### config.mk
export PLATFORM = sky130hd
export DESIGN_NAME = skinny_subcells_dom1_serial
export DESIGN_NICKNAME = d
export VERILOG_FILES = /design/src/rtl/skinny_dom_pkg.sv /design/src/rtl/skinny_prng25.sv /design/src/rtl/skinny_sbox8_dom1_rapid_non_pipelined.sv /design/src/rtl/skinny_subcells_dom1_serial.sv
export SDC_FILE = /design/constraint.sdc
export NUM_CORES = 1
export LEC_CHECK = 0
export CORE_ASPECT_RATIO = 0.5
export CORE_MARGIN = 2
export CORE_UTILIZATION = 51
export CTS_BUF_LIST = sky130_fd_sc_hd__clkbuf_16
export CTS_CLUSTER_SIZE = 28
export DETAILED_ROUTE_END_ITERATION = 10
export PLACE_DENSITY = 0.81
export RECOVER_POWER = 25
export SETUP_SLACK_MARGIN = 0.05
export SLEW_MARGIN = 20
export SYNTH_ARGS = -nofsm -noshare
export SYNTH_HDL_FRONTEND = slang
export SYNTH_SLANG_ARGS = --single-unit
### constraint.sdc
create_clock -name clk -period 9.7 [get_ports clk]
set_input_delay 0.97 -clock clk [delete_from_list [all_inputs] [get_ports clk]]
set_output_delay 0.97 -clock clk [all_outputs]
set_load 0.05 [all_outputs]
### src/rtl/skinny_dom_pkg.sv
// rtl/skinny_dom_pkg.sv - shared constants and state type for the DOM-masked SKINNY SubCells slice
//
// Purpose : constants shared by the serial masked SubCells layer, its PRNG
//           and its masked S-box.
// Contents: CELLS, SBOX_LAT, RND_W, LFSR_W and the controller state enum.
package skinny_dom_pkg;

  localparam int CELLS    = 16;  // byte cells in a 128-bit state
  localparam int SBOX_LAT = 2;   // cycles the S-box inputs must be held
  localparam int RND_W    = 25;  // fresh random bits per S-box evaluation
  localparam int LFSR_W   = 31;  // PRNG state width

  typedef enum logic {
    IDLE = 1'b0,
    EVAL = 1'b1
  } state_t;

endpackage

### src/rtl/skinny_prng25.sv
// rtl/skinny_prng25.sv - 31-bit Fibonacci LFSR advancing 25 steps per request
//
// Purpose : randomness source for the masked S-box; x^31+x^28+1, 25 steps
//           unrolled so each S-box evaluation sees disjoint bits.
// Ports   : clk, rst_n (async, active-low)
//           step  - advance the LFSR by 25 steps
//           load  - reload from seed (zero seed is replaced by SEED)
//           seed  - reload value
//           rnd   - current LFSR[24:0]
module skinny_prng25
  import skinny_dom_pkg::*;
#(
  parameter logic [LFSR_W-1:0] SEED = 31'h5A5A_1234
) (
  input  logic              clk,
  input  logic              rst_n,
  input  logic              step,
  input  logic              load,
  input  logic [LFSR_W-1:0] seed,
  output logic [RND_W-1:0]  rnd
);

  logic [LFSR_W-1:0] lfsr_q;

  // Shift left, feedback from taps 31 and 28 (bits 30 and 27).
  function automatic logic [LFSR_W-1:0] advance25(input logic [LFSR_W-1:0] s);
    logic [LFSR_W-1:0] t;
    t = s;
    for (int i = 0; i < RND_W; i++) begin
      t = {t[LFSR_W-2:0], t[LFSR_W-1] ^ t[LFSR_W-4]};
    end
    return t;
  endfunction

  always_ff @(posedge clk or negedge rst_n) begin
    if (!rst_n) begin
      lfsr_q <= SEED;
    end else if (load) begin
      // An all-zero state would lock the LFSR, so fall back to SEED.
      lfsr_q <= (seed == '0) ? SEED : seed;
    end else if (step) begin
      lfsr_q <= advance25(lfsr_q);
    end
  end

  assign rnd = lfsr_q[RND_W-1:0];

endmodule

### src/rtl/skinny_sbox8_dom1_rapid_non_pipelined.sv
// rtl/skinny_sbox8_dom1_rapid_non_pipelined.sv - first-order DOM SKINNY 8-bit S-box, 2-cycle latency
//
// Purpose : two-share SKINNY S8. Four NOR/permute rounds; rounds 1-2 feed a
//           refreshed share register, rounds 3-4 are combinational from it.
//           Inputs and r must be held for two cycles.
// Ports   : clk, rst_n (async, active-low)
//           x0, x1 - input shares
//           r      - 25 fresh random bits
//           y0, y1 - output shares
module skinny_sbox8_dom1_rapid_non_pipelined
  import skinny_dom_pkg::*;
(
  input  logic             clk,
  input  logic             rst_n,
  input  logic [7:0]       x0,
  input  logic [7:0]       x1,
  input  logic [RND_W-1:0] r,
  output logic [7:0]       y0,
  output logic [7:0]       y1
);

  // One masked round: bit4 ^= NOR(b7,b6), bit0 ^= NOR(b3,b2).
  // NOR(a,b) = ~a & ~b; negating a shared value flips only share 0, so
  // own_inv marks share 0 and oth6/oth2 arrive already adjusted.
  // The cross-domain product is blinded with the gate's random bit.
  function automatic logic [7:0] nor_layer(input logic [7:0] own, input logic own_inv,
                                           input logic oth6, input logic oth2,
                                           input logic [1:0] rr);
    logic [7:0] res;
    logic n7, n6, n3, n2;
    n7 = own[7] ^ own_inv;
    n6 = own[6] ^ own_inv;
    n3 = own[3] ^ own_inv;
    n2 = own[2] ^ own_inv;
    res    = own;
    res[4] = own[4] ^ (n7 & n6) ^ ((n7 & oth6) ^ rr[1]);
    res[0] = own[0] ^ (n3 & n2) ^ ((n3 & oth2) ^ rr[0]);
    return res;
  endfunction

  function automatic logic [7:0] perm(input logic [7:0] b);
    return {b[2], b[1], b[7], b[6], b[4], b[0], b[3], b[5]};
  endfunction

  // Final round swaps bits 1 and 2 instead of the full permutation.
  function automatic logic [7:0] swap12(input logic [7:0] b);
    return {b[7:3], b[1], b[2], b[0]};
  endfunction

  logic [7:0] l1_0, l1_1, l2_0, l2_1;
  logic [7:0] mid0_q, mid1_q;
  logic [7:0] l3_0, l3_1, l4_0, l4_1;
  logic [7:0] m_mid;

  assign l1_0 = perm(nor_layer(x0, 1'b1, x1[6], x1[2], r[1:0]));
  assign l1_1 = perm(nor_layer(x1, 1'b0, ~x0[6], ~x0[2], r[1:0]));
  assign l2_0 = perm(nor_layer(l1_0, 1'b1, l1_1[6], l1_1[2], r[3:2]));
  assign l2_1 = perm(nor_layer(l1_1, 1'b0, ~l1_0[6], ~l1_0[2], r[3:2]));

  // r[24] is folded into the mid refresh so every supplied bit is consumed.
  assign m_mid = r[15:8] ^ {8{r[24]}};

  always_ff @(posedge clk or negedge rst_n) begin
    if (!rst_n) begin
      mid0_q <= '0;
      mid1_q <= '0;
    end else begin
      mid0_q <= l2_0 ^ m_mid;
      mid1_q <= l2_1 ^ m_mid;
    end
  end

  assign l3_0 = perm(nor_layer(mid0_q, 1'b1, mid1_q[6], mid1_q[2], r[5:4]));
  assign l3_1 = perm(nor_layer(mid1_q, 1'b0, ~mid0_q[6], ~mid0_q[2], r[5:4]));
  assign l4_0 = swap12(nor_layer(l3_0, 1'b1, l3_1[6], l3_1[2], r[7:6]));
  assign l4_1 = swap12(nor_layer(l3_1, 1'b0, ~l3_0[6], ~l3_0[2], r[7:6]));

  assign y0 = l4_0 ^ r[23:16];
  assign y1 = l4_1 ^ r[23:16];

endmodule

### src/rtl/skinny_subcells_dom1_serial.sv
// rtl/skinny_subcells_dom1_serial.sv - serial two-share SKINNY SubCells layer, one cell per 2 cycles
//
// Purpose : runs the 16 cells of a masked 128-bit state through one DOM
//           S-box, cell 0 = bits [127:120] first; 32 cycles per state.
// Ports   : clk, rst_n (async, active-low)
//           start       - begin a run (IDLE only), latches si0/si1
//           si0, si1    - input shares
//           seed_ld     - reload PRNG from seed (IDLE only)
//           seed        - PRNG reload value
//           so0, so1    - registered output shares
//           busy        - run in progress
//           done        - one-cycle pulse when so0/so1 are complete
module skinny_subcells_dom1_serial
  import skinny_dom_pkg::*;
#(
  parameter logic [LFSR_W-1:0] SEED = 31'h5A5A_1234
) (
  input  logic              clk,
  input  logic              rst_n,
  input  logic              start,
  input  logic [127:0]      si0,
  input  logic [127:0]      si1,
  input  logic              seed_ld,
  input  logic [LFSR_W-1:0] seed,
  output logic [127:0]      so0,
  output logic [127:0]      so1,
  output logic              busy,
  output logic              done
);

  state_t           state_q, state_d;
  logic [3:0]       cnt_q;
  logic             ph_q;
  logic [127:0]     sh0_q, sh1_q;
  logic [127:0]     so0_q, so1_q;
  logic             done_q;
  logic             accept, capture, last_cell, lfsr_load;
  logic [6:0]       byte_lsb;
  logic [7:0]       sb_x0, sb_x1, sb_y0, sb_y1;
  logic [RND_W-1:0] rnd;

  // State register
  always_ff @(posedge clk or negedge rst_n) begin
    if (!rst_n) state_q <= IDLE;
    else        state_q <= state_d;
  end

  // Next-state logic
  always_comb begin
    state_d = state_q;
    case (state_q)
      IDLE: if (start)     state_d = EVAL;
      EVAL: if (last_cell) state_d = IDLE;
    endcase
  end

  // Control outputs
  always_comb begin
    accept    = 1'b0;
    lfsr_load = 1'b0;
    capture   = 1'b0;
    last_cell = 1'b0;
    busy      = 1'b0;
    case (state_q)
      IDLE: begin
        accept    = start;
        lfsr_load = seed_ld;
      end
      EVAL: begin
        busy      = 1'b1;
        capture   = (ph_q == 1'(SBOX_LAT - 1));
        last_cell = capture && (cnt_q == 4'(CELLS - 1));
      end
    endcase
  end

  // Cell k sits at bits [127-8k -: 8]; 15-k equals ~k for a 4-bit index.
  assign byte_lsb = {~cnt_q, 3'b000};

  // Separate per-share byte muxes.
  assign sb_x0 = sh0_q[byte_lsb +: 8];
  assign sb_x1 = sh1_q[byte_lsb +: 8];

  always_ff @(posedge clk or negedge rst_n) begin
    if (!rst_n) begin
      cnt_q  <= '0;
      ph_q   <= 1'b0;
      sh0_q  <= '0;
      sh1_q  <= '0;
      so0_q  <= '0;
      so1_q  <= '0;
      done_q <= 1'b0;
    end else begin
      done_q <= last_cell;
      if (accept) begin
        sh0_q <= si0;
        sh1_q <= si1;
        cnt_q <= '0;
        ph_q  <= 1'b0;
      end else if (state_q == EVAL) begin
        ph_q <= ~ph_q;
        if (capture) begin
          so0_q[byte_lsb +: 8] <= sb_y0;
          so1_q[byte_lsb +: 8] <= sb_y1;
          cnt_q                <= cnt_q + 4'd1;
        end
      end
    end
  end

  skinny_prng25 #(
    .SEED (SEED)
  ) u_prng (
    .clk   (clk),
    .rst_n (rst_n),
    .step  (capture),
    .load  (lfsr_load),
    .seed  (seed),
    .rnd   (rnd)
  );

  skinny_sbox8_dom1_rapid_non_pipelined u_sbox (
    .clk   (clk),
    .rst_n (rst_n),
    .x0    (sb_x0),
    .x1    (sb_x1),
    .r     (rnd),
    .y0    (sb_y0),
    .y1    (sb_y1)
  );

  assign so0  = so0_q;
  assign so1  = so1_q;
  assign done = done_q;

endmodule

==> metrics.yaml, run 1 <==
cts:
  clkSinkCount: 566
  cts_root_buf: "clkbuf_16"
  cts_buffer_depth: 3
  cts-buffers-inserted: 50
  cts.htree.levels: 2
  post_cts_buffers: 0
  clk_latency_ns: 0.58
  cts_tree: "yes"
  clk_pin_slew_worst_paths_ns: 0.07
  hold_buffers: 0
  cts_resized: 0
logic_synthesis:
  avgSynthCellArea_sq_um: 12.0
  ys_seq_area_share_pct: 58.5
  ys_warn_count: 0
  synth_cell_type_count: 45
  synth_area_sq_um: 24200
  synthesis.nets: 2315
  ys_ff_latch: 566
  synth_cells: 2021
critical_path:
  r2r_start: "cnt_q[0]"
  reg2reg_depth: 9
  cpMostUsedCell: "xnor2_1"
  start_kind: "register"
  r2r_slack_ns: 4.08
  cp_cell_sequence: "buf_4 -> mux4_1 -> a22oi_1 -> nand3_1 -> xor2_1 -> nor2_1 -> xnor2_1 -> or3b_1 -> xnor2_1"
  reg2reg_to: "u_sbox.mid0_q[2]"
  slowest_delay_ns: 2.37
  worstSetupPathType: "reg2reg"
  crit_slowest_cell: "dfrtp_1"
  cp_data_required_time_ns: 10.16
  critPathCaptureType: "register"
  crit_fanout: 54
  critical_path_arrival_ns: 6.08
die:
  core_area_sq_um: 46900
  fp.dieW_um: 312
  ios: 549
  fp.dieArea_sq_um: 49400
  initial_utilization_pct: 51.7
  die_y_um: 158
  rows: 56
layout:
  area_growth_pct: 31.2
  fin_nets: 2809
  drive_gt1_share_pct: 16.3
  multi_input_area_sq_um: 9480
  layout_common_cells: "dfrtp_1, clkdlybuf4s50_1, nand2_1, mux2_2, o21ai_0"
  fillers: 3389
  final_common_cell: "dfrtp_1"
  seqCellArea_sq_um: 14200
timing:
  fin_crit_ns: 5.62
  rsz0062_at_grt: "false"
  finClkSkew_ns: 0.0129
  setup_violations: 0
  fin_setup_tns_ns: 0
  drv_slew: 110
  slew_headroom_pct: -108
  fmax_mhz: 178
  worstMarginPinSlew_ns: 3.12
  fin_crit_sh_pct: 57.9
  finalHoldViolations: 0
drt:
  drc: 0
  drt_iter0_markers: 1726
  vias_per_cell: 5.64
  wl_per_cell_um: 22.9
  vias: 18121
  wirelength_um: 73500
  ant_nets: 0
  dr.pass1.iters: 5
hold_path:
  min_path_type: "reg2reg"
  min_path_cells: 2
  hold_end: "so0[29]"
  min-delay-start: "so0[29]"
power:
  p_leak_nw: 13.4
  ir_drop_mv: 0.347
  powerDensity_nw_per_um2: 396
  power.total_mw: 12.6
place:
  dp_hpwl_um: 52500
  port_buffers: 548
  gp_congestion: 0.937
outcome:
  outcome: "finished with violations"
  violations: "max-capacitance violations, max-slew violations"
global_route:
  grt_pass1_wl_um: 109000
  antenna_found_initial: 17
  grt_max_degree: 183
  first_global_vias: 18221
  grt.overflow.total: 0
  grt_usage_pct: 29.2
job:
  drv_cap: 2
-- worst max-delay path: cells and delay by family, from the launching register on --
family,cells,cell delay (ns)
AO/OA/AOI/OAI,1,0.20
XOR/XNOR,3,0.58
buffers and inverters,1,0.94
flip-flops,1,2.37
multiplexers,1,0.70
AND/OR/NAND/NOR,3,0.62
-- power breakdown --
part | switching (mW) | total [mW] | internal, mW
Combinational | 4.19 | 6.53 | 2.34
Clock | 0.897 | 1.96 | 1.06
Sequential | 0.749 | 4.10 | 3.35
Total | 5.83 | 12.6 | 6.75
-- sequential cells by signal, summed over array words and instances (netlist names) --
| signal | flops |
|---|---|
| sh0_q | 128 |
| sh1_q | 128 |
| so0 | 128 |
| so1 | 128 |
| u_prng.lfsr_q | 31 |
| u_sbox.mid0_q | 8 |
| u_sbox.mid1_q | 8 |
| cnt_q | 4 |
| done | 1 |
| ph_q | 1 |
| state_q | 1 |
-- final cells by class --
type	instances	share of cell area [%]
antenna	20	0.157
clock buffer	51	4.01
clock inverter	42	0.901
inverter	6	0.0708
multi-input combinational	1319	29.8
sequential	566	44.6
tap	638	2.51
timing repair buffer	572	18.0
-- cell usage after synthesis, drive strengths merged --
cell type,instances,area share (%)
a21oi,110,2.3
a221o,1,0.041
a221oi,22,0.87
a22o,1,0.036
a22oi,18,0.60
and2,2,0.052
buf,42,1.2
clkbuf,88,1.4
clkinv,1,0.015
dfrtp,553,57
dfstp,13,1.4
ha,3,0.15
inv,5,0.077
mux2,257,12
mux2i,50,2.1
mux4,43,4.1
nand2,275,4.3
nand2b,4,0.10
nand3,6,0.12
nand4,2,0.052
nor2,163,2.5
nor2b,8,0.21
nor3,11,0.27
nor3b,1,0.052
nor4,8,0.23
nor4b,1,0.036
o21a,2,0.062
o21ai,193,4.0
o22ai,16,0.41
or2,1,0.026
or3b,1,0.036
xnor2,66,2.4
xor2,54,2.0
-- worst max path at each step --
stage	startpoint	to	slack [ns]	cells past startpoint
after detailed placement	cnt_q[0]	u_sbox.mid0_q[2]	5.56	9
after floorplan	cnt_q[0]	so0[45]	6.56	16
after global routing	cnt_q[0]	u_sbox.mid0_q[2]	3.71	9
after CTS	cnt_q[0]	u_sbox.mid0_q[2]	5.53	9
after global placement	cnt_q[0]	u_sbox.mid0_q[2]	5.62	9
final	cnt_q[0]	u_sbox.mid0_q[2]	4.08	9
-- through the flow --
| step | cell area, sq um | instances | utilization [%] | setup slack, ns | hold slack (ns) |
|---|---|---|---|---|---|
| 2_1_floorplan | 24200 | 2021 | - | 6.56 | 0.472 |
| 3_3_place_gp | 30100 | 3099 | 64.3 | 5.62 | 0.461 |
| 3_5_place_dp | 30100 | 3099 | 64.3 | 5.56 | 0.469 |
| 4_1_cts | 31700 | 3192 | 67.6 | 5.53 | 0.483 |
| 5_1_grt | 31800 | 3211 | 67.8 | 3.71 | 0.502 |
| 6_report | 31800 | 3214 | 67.8 | 4.08 | 0.480 |
-- routing by layer --
metal	vias up	global-route usage, %	share of wire, %
met3	209	4.70	5.3
met2	696	49.6	51
met4	0	14.8	5.2
met5	-	0	0
li1	8001	-	-
met1	9215	36.8	39
-- cells by family after synthesis --
family                     Yosys count  synth area share [%]
AOI/OAI and AO/OA                  363                  8.28
muxes                              350                  18.1
and+or+nand+nor                    483                  7.99
xor gates and xnor gates           120                  4.34
adders and majority gates            3                 0.155
DFF                                566                  58.5
buffers and inverters              136                  2.68
Power figures use the tool's default switching activity.
==> inputs of run 2 (changes only) <==
Clock period 9.7 ns to 5.2 ns, I/O delays scaled along.
==> run 2 against run 1 <==
Effect of this change: fmax rose by 52%; the run still ends with max-capacitance violations, max-slew violations left; total power increased by 87%; clock power rose by 87%; largest power group unchanged.
==> metrics.yaml, run 2 (synthesized netlist as in run 1, its figures left out) <==
cts:
  clk_latency_ns: 0.58
  cts_root_buf: "clkbuf_16"
  hold_buffers: 1
  cts.htree.levels: 2
  clkSinkCount: 566
  clk_pin_slew_worst_paths_ns: 0.07
  cts_buffer_depth: 3
  cts_tree: "yes"
  cts-buffers-inserted: 49
  post_cts_buffers: 0
  cts_resized: 0
layout:
  final_common_cell: "dfrtp_1"
  final_area_sq_um: 31800
  layout_common_cells: "dfrtp_1, clkdlybuf4s50_1, nand2_1, mux2_2, o21ai_0"
  fin_nets: 2808
  fin_cells: 3203
  fillers: 3322
  drive_gt1_share_pct: 16.3
  area_growth_pct: 31.2
die:
  die_y_um: 158
  fp.dieW_um: 312
  core_area_sq_um: 46900
  rows: 56
  fp.dieArea_sq_um: 49400
  ios: 549
  initial_utilization_pct: 51.7
hold_path:
  min_path_type: "reg2reg"
timing:
  rsz0062_at_grt: "false"
  finClkSkew_ns: 0.0188
  fin_ws_ns: 1.50
  drv_slew: 56
  fin_setup_tns_ns: 0
  fin_crit_sh_pct: 71.2
  fmax_mhz: 270
  fin_crit_ns: 3.70
  finalHoldViolations: 0
  setup_violations: 0
  slew_headroom_pct: -81.2
  worstMarginPinSlew_ns: 2.71
global_route:
  grt_max_degree: 161
  grt.overflow.total: 0
  first_global_vias: 18175
  grt_usage_pct: 29.2
  antenna_found_initial: 16
  grt_pass1_wl_um: 109000
power:
  power.total_mw: 23.5
  powerDensity_nw_per_um2: 739
  ir_drop_mv: 0.608
  p_leak_nw: 13.4
drt:
  wl_met1_um: 28400
  met2WireLength_um: 37500
  vias: 18204
  ant_nets: 0
  wirelength_um: 74100
  dr_wl_met3_um: 3890
  dr.max_layer_used: "met4"
  drt_iter0_markers: 1536
  drc: 0
  wl_per_cell_um: 23.1
  vias_per_cell: 5.68
  dr.pass1.iters: 5
critical_path:
  critPathCaptureType: "register"
  critical_path_arrival_ns: 4.16
  crit_fanout: 115
  cp_data_required_time_ns: 5.66
  start_kind: "register"
  worstSetupPathType: "reg2reg"
place:
  dpl_worst_slack_ns: 1.46
  gp_congestion: 0.898
  dpl-instance-area_sq_um: 30200
  dp_hpwl_um: 53200
  port_buffers: 548
  post-place-cells: 3098
job:
  drv_cap: 2
outcome:
  violations: "max-capacitance violations, max-slew violations"
  outcome: "finished with violations"
[run 2: cell count changes in the layout (fill, tap and decap cells not counted), moves of 3 or more]
cell / change
buf_12: +6
buf_4: -5
diode_2: -3
buf_8: +3
clkinv_1: -4
[run 2: worst max-delay path: stages (launching register included)]
cell     delay, ns
dfrtp_1       0.49
nor2b_1       2.04
buf_12        0.53
mux2_2        0.41
[run 2: metrics by stage]
stage / util, % / hold slack, ns
floorplan: - / 0.224
global placement: 64.4 / 0.461
detailed placement: 64.4 / 0.469
CTS: 67.7 / 0.484
global route: 67.9 / 0.500
finish: 67.9 / 0.478
[run 2: area by class of cell]
type	instances	area, sq um	area share (%)
sequential	566	14200	44.6
multi-input combinational	1319	9460	29.7
timing repair buffer	572	5770	18.1
clock buffer	49	1230	3.85
tap	638	798	2.51
clock inverter	36	312	0.979
antenna	17	42.5	0.134
inverter	6	22.5	0.0708
[run 2: worst paths after layout]
path	slack (ns)	depth (start not counted)	startpoint	endpoint
worst max-delay path	1.50	3	state_q	sh0_q[111]
worst min-delay path	0.48	2	so1[124]	so1[124]
worst max register to register	1.50	3	state_q	sh0_q[111]
worst min register to register	0.48	2	so1[124]	so1[124]
max in group asynchronous	3.31	3	rst_n	cnt_q[0]
min in group asynchronous	0.55	2	rst_n	u_prng.lfsr_q[3]
[run 2: power breakdown]
| group | switching [mW] | internal (mW) |
|---|---|---|
| combinational | 7.81 | 4.34 |
| clock | 1.66 | 2.01 |
| sequential | 1.43 | 6.25 |
[run 2: metal layers]
layer | track usage (%) | up-vias
met4 | 16.2 | 0
met1 | 35.6 | 9289
met5 | 0 | -
met2 | 49.9 | 676
met3 | 5.31 | 236
li1 | - | 8003
==> RTL change 1 (settings of run 2) <==
Set the package constant `LFSR_W` to 62 (it was 31).
--- a/src/rtl/skinny_dom_pkg.sv
+++ b/src/rtl/skinny_dom_pkg.sv
@@ -8,7 +8,7 @@
   localparam int CELLS    = 16;  // byte cells in a 128-bit state
   localparam int SBOX_LAT = 2;   // cycles the S-box inputs must be held
   localparam int RND_W    = 25;  // fresh random bits per S-box evaluation
-  localparam int LFSR_W   = 31;  // PRNG state width
+  localparam int LFSR_W   = 62;  // PRNG state width
 
   typedef enum logic {
     IDLE = 1'b0,
Ports: changed (resized seed); port bits go from 549 to 580. The function was not compared with the original's and may differ.
==> RTL change 1 against run 2 <==
Sequential cell count up 31. Largest cell class unchanged. Design area is 6.2% higher. Global-route usage up 0.20 points. Total power rose by 9.3%. Area after synthesis up 5.9%. Largest power group unchanged. Critical path type is now in2async. The run still ends with max-capacitance violations, max-slew violations left. Utilization shrank 0.32 points. Clock skew about the same. Critical path depth did not move. Wire length rose by 5.1%. Cell count rose by 7.2%. Clock power increased by 7.6%. Setup slack better by 0.051 ns. Register-to-register slack gained 0.27 ns. Synthesized cell count rose by 8.1%.
==> RTL change 1: results (changes against run 2) <==
run_status:
  status: "complete, but fails checks"
  violations: "max-capacitance violations, max-slew violations"
yosys:
  synth_area_leaders: "dfrtp_1 (57%), mux2_2 (11%), nand2_1 (4.3%)"
  synthAdderAreaFrac: 0.00146  # -0.0000860
  synthXorXnorAreaFrac: 0.0372  # -0.00616
  yosysUniqueCellTypes: 52  # +16%
  synth-seq-area-share: 0.583  # -0.00225
  avgSynthCellArea_um2: 11.8  # -2.0%
  synth_mux_area_frac: 0.169  # -0.0114
  ys_top_cells_by_count: "dfrtp_1 (584), nand2_1 (295), mux2_2 (257)"
  syn-num-nets: 2509  # +8.4%
  synth_compound_area_frac: 0.0934  # +0.0106
power_and_ir_drop:
  p_leak_nw: 14.1  # +4.9%
  p_sw_frac: 0.460  # -0.00407
  finalPower_mw: 25.7  # +9.3%
  comb_cell_power_mw: 13.5  # +11%
  vdd_drop_max_uv: 736  # +21%
  power_frac_seq: 0.321  # -0.006
layout:
  final_cells: 3434  # +7.2%
  antenna_cells: 15  # -2
  nFillCells: 3626  # +9.2%
  buf_share: 0.182  # +0.000797
  clk_share: 0.0502  # +0.00190
  layout-drive-gt1-share: 0.161  # -0.00270
  buffers: 615  # +7.5%
  regArea_um2: 15000  # +5.5%
  nets: 3041  # +8.3%
global_route:
  met1_usage: 0.376  # +0.0202
  grt_pass1_vias: 19346  # +6.4%
  grt.met3_usage: 0.0463  # -0.00679
  grt_use_met2: 0.495  # -0.00452
  grt_first_pass_wirelength_um: 116000  # +6.0%
  antenna_found_initial: 15  # -1
  grt_max_degree: 169  # +5.0%
placed_design:
  placed_cells: 3320  # +7.2%
  place_congestion: 0.875  # -2.7%
  hpwlAfterDp_um: 55700  # +4.7%
setup_path:
  crit_family: "buffers and inverters"
  path_max_fanout: 95  # -17%
  cp_slowest_cell: "clkbuf_2"
  r2r_setup_slack_ns: 1.77  # +0.27 ns
  r2r_cells: 8  # +5
sta:
  fin_skew_ns: 0.0188  # -0.0000439 ns
  slew_viol_final: 123  # +120%
  max_slew_margin: -0.696  # +0.116
detailed_routing:
  via_per_inst: 5.64  # -0.74%
  drt_iter0_markers: 1550  # +0.91%
  wl_met3_um: 3930  # +1.1%
  route.met2.wl_um: 39300  # +4.5%
run:
  max-cap-violations: 2  # unchanged
clocking:
  cts_made_buffers: 52  # +6.1%
  numClockSinks: 597  # +5.5%
## RTL change 1: what timing repair did
item,4_1_cts,5_1_grt
resized for setup,0,0
hold endpoints to repair,48,0
hold buffers,1,0
## RTL change 1: worst min path at each step
| stage | slack [ns] | depth (start not counted) | start | endpoint |
|---|---|---|---|---|
| global placement | 0.46 | 2 | so0[9]$_DFFE_PN0P_ | so0[9]$_DFFE_PN0P_ |
| detailed placement | 0.47 | 2 | so1[10]$_DFFE_PN0P_ | so1[10]$_DFFE_PN0P_ |
| finish | 0.48 | 2 | so1[125]$_DFFE_PN0P_ | so1[125]$_DFFE_PN0P_ |
| CTS | 0.48 | 2 | so1[108]$_DFFE_PN0P_ | so1[108]$_DFFE_PN0P_ |
| floorplan | 0.22 | 0 | rst_n | cnt_q[0]$_DFFE_PN0P_ |
| global route | 0.51 | 2 | so1[82]$_DFFE_PN0P_ | so1[82]$_DFFE_PN0P_ |
==> RTL change 2 (config.mk and constraints of run 2) <==
Made on the original files. Register the input `seed` before use, without a reset. The logic sees it one clock later. The other inputs are not delayed to match.
--- a/src/rtl/skinny_subcells_dom1_serial.sv
+++ b/src/rtl/skinny_subcells_dom1_serial.sv
@@ -27,6 +27,12 @@
   output logic              busy,
   output logic              done
 );
+
+  logic [LFSR_W-1:0] seed_q;
+
+  always_ff @(posedge clk) begin
+    seed_q <= seed;
+  end
 
   state_t           state_q, state_d;
   logic [3:0]       cnt_q;
@@ -115,7 +121,7 @@
     .rst_n (rst_n),
     .step  (capture),
     .load  (lfsr_load),
-    .seed  (seed),
+    .seed  (seed_q),
     .rnd   (rnd)
   );
 
Function: not settled (the Yosys comparison gave no result); the edit may change what the design does.
==> RTL change 2 against run 2 <==
Critical path depth unchanged. Utilization decreased by 0.33 points. Sequential cell count rose by 31. Wire length shrank 0.60%. Area after synthesis increased by 2.7%. Cell count is 1.2% higher. Critical endpoint is now sh1_q[38]$_DFFE_PN0P_. Total power increased by 3.8%. Hold slack worse by 0.0017 ns. Fmax up 2.7%. The flow still finishes with violations (max-capacitance violations, max-slew violations). Design area up 2.7%. Sequential share of layout area up 0.75 points. Largest cell class unchanged. Setup slack improved by 0.098 ns. Global-route usage fell by 0.34 points.
==> RTL change 2: results (changes against run 2) <==
run_status:
  status: "complete, but fails checks"
  violations: "max-capacitance violations, max-slew violations"
detailed_routing:
  route.met2.wl_um: 37100  # -1.3%
  via_per_inst: 5.63  # -0.99%
  wire_per_inst_um: 22.7  # -1.8%
  drt_iter0_markers: 1512  # -1.6%
  wl_met3_um: 3730  # -4.1%
  wl_met1_um: 28800  # +1.5%
yosys:
  postSynth.asyncResetShare: 0.948  # -0.0519
  ys_top_cells_by_count: "dfrtp_1 (553), nand2_1 (324), mux2_2 (257)"
  netlist_instances: 2040  # +0.94%
  synth_area_leaders: "dfrtp_1 (56%), mux2_2 (12%), nand2_1 (4.9%)"
  synth-seq-area-share: 0.595  # +0.00982
setup_path:
  path_max_fanout: 63  # -45%
  r2r-end: "sh1_q[38]$_DFFE_PN0P_"
  r2r_setup_slack_ns: 1.60  # +0.10 ns
  worstPathArrival_ns: 4.07  # -0.09 ns
layout:
  layout-drive-gt1-share: 0.172  # +0.00901
  nFillCells: 3493  # +5.1%
  nets: 2836  # +1.0%
  final_cells: 3242  # +1.2%
clocking:
  clk-insertion-delay-late_ns: 0.60  # +0.02 ns
placed_design:
  hpwlAfterDp_um: 52900  # -0.57%
  place_congestion: 0.858  # -4.5%
global_route:
  antenna_found_initial: 10  # -6
  grt_pass1_vias: 18455  # +1.5%
  grt_first_pass_wirelength_um: 111000  # +1.6%
worst_hold_path:
  hold_start: "so0[103]$_DFFE_PN0P_"
  whs_endpoint: "so0[103]$_DFFE_PN0P_"
sta:
  slew_viol_final: 171  # +210%
run:
  max-cap-violations: 3  # +1
power_and_ir_drop:
  vdd_drop_max_uv: 607  # -0.11%
RTL change 2: changes by cell type in the layout (fill, tap and decap cells not counted), sizes merged, moves of 8 or more:
cell,delta
dfxtp,+31
nand3,+8
o21ai,+53
clkdlybuf4s50,-31
dlygate4sd3,+31
xor2,-8
nor2,-63
clkbuf,+10
a21oi,-63
mux2i,-10
nand2,+49
RTL change 2: metal layers:
layer / track usage / vias up
met2: 0.488 / 651
met4: 0.140 / 0
li1: - / 8120
met3: 0.0386 / 223
met1: 0.369 / 9249
met5: 0 / -
RTL change 2: worst max-delay path: stages, from the launching register on:
cell and delay [ns]:
dfrtp_1 0.44, nor2b_1 1.19, clkbuf_2 1.33, mux2_2 0.44
RTL change 2: cell families after synthesis:
| logic type | after synthesis | share of synthesized area |
|---|---|---|
| buf+inv | 134 | 0.0249 |
| flops | 597 | 0.595 |
| fa+ha+maj | 3 | 0.00151 |
| compound gates | 367 | 0.0844 |
| mux | 345 | 0.176 |
| xor+xnor | 118 | 0.0421 |
| simple gates | 476 | 0.0761 |
RTL change 2: metrics by stage:
stage / hold WS (ns) / total power [mW] / setup slack [ns] / instance area [um^2]
final: 0.476 / 24.4 / 1.60 / 32700
after global routing: 0.460 / 25.5 / 1.05 / 32700
after CTS: 0.349 / 24.4 / 1.63 / 32700
after detailed placement: 0.453 / 20.3 / 1.65 / 30900
after global placement: 0.451 / 20.0 / 1.72 / 30900
after floorplan: 0.224 / 16.1 / 2.41 / 24900
RTL change 2: layout make-up:
type	instances	area, um^2	share of cell area
tap	649	812	0.0249
clock buffer	56	1400	0.0429
multi-input combinational	1309	9510	0.291
inverter	6	22.5	0.000690
clock inverter	38	328	0.0100
antenna	10	25.0	0.000766
timing repair buffer	577	5750	0.176
sequential	597	14800	0.453
RTL change 2: how the worst max path moves through the flow:
stage                               from                          to  slack (ns)  cells past startpoint
global placement    cnt_q[0]$_DFFE_PN0P_  u_sbox.mid1_q[1]$_DFF_PN0_        1.72                      8
detailed placement  cnt_q[0]$_DFFE_PN0P_  u_sbox.mid1_q[1]$_DFF_PN0_        1.65                      8
floorplan           cnt_q[0]$_DFFE_PN0P_         so0[70]$_DFFE_PN0P_        2.41                     12
finish                 state_q$_DFF_PN0_       sh1_q[38]$_DFFE_PN0P_        1.60                      3
global route                       rst_n      sh1_q[109]$_DFFE_PN0P_        1.05                      3
CTS                 cnt_q[0]$_DFFE_PN0P_  u_sbox.mid1_q[1]$_DFF_PN0_        1.63                      8
RTL change 2: where the power goes:
group,switching (mW),internal [mW],leakage [nW]
clock,1.75,2.23,0.885
combinational,7.75,4.60,5.46
sequential,1.47,6.59,7.43
total,11.0,13.4,13.8
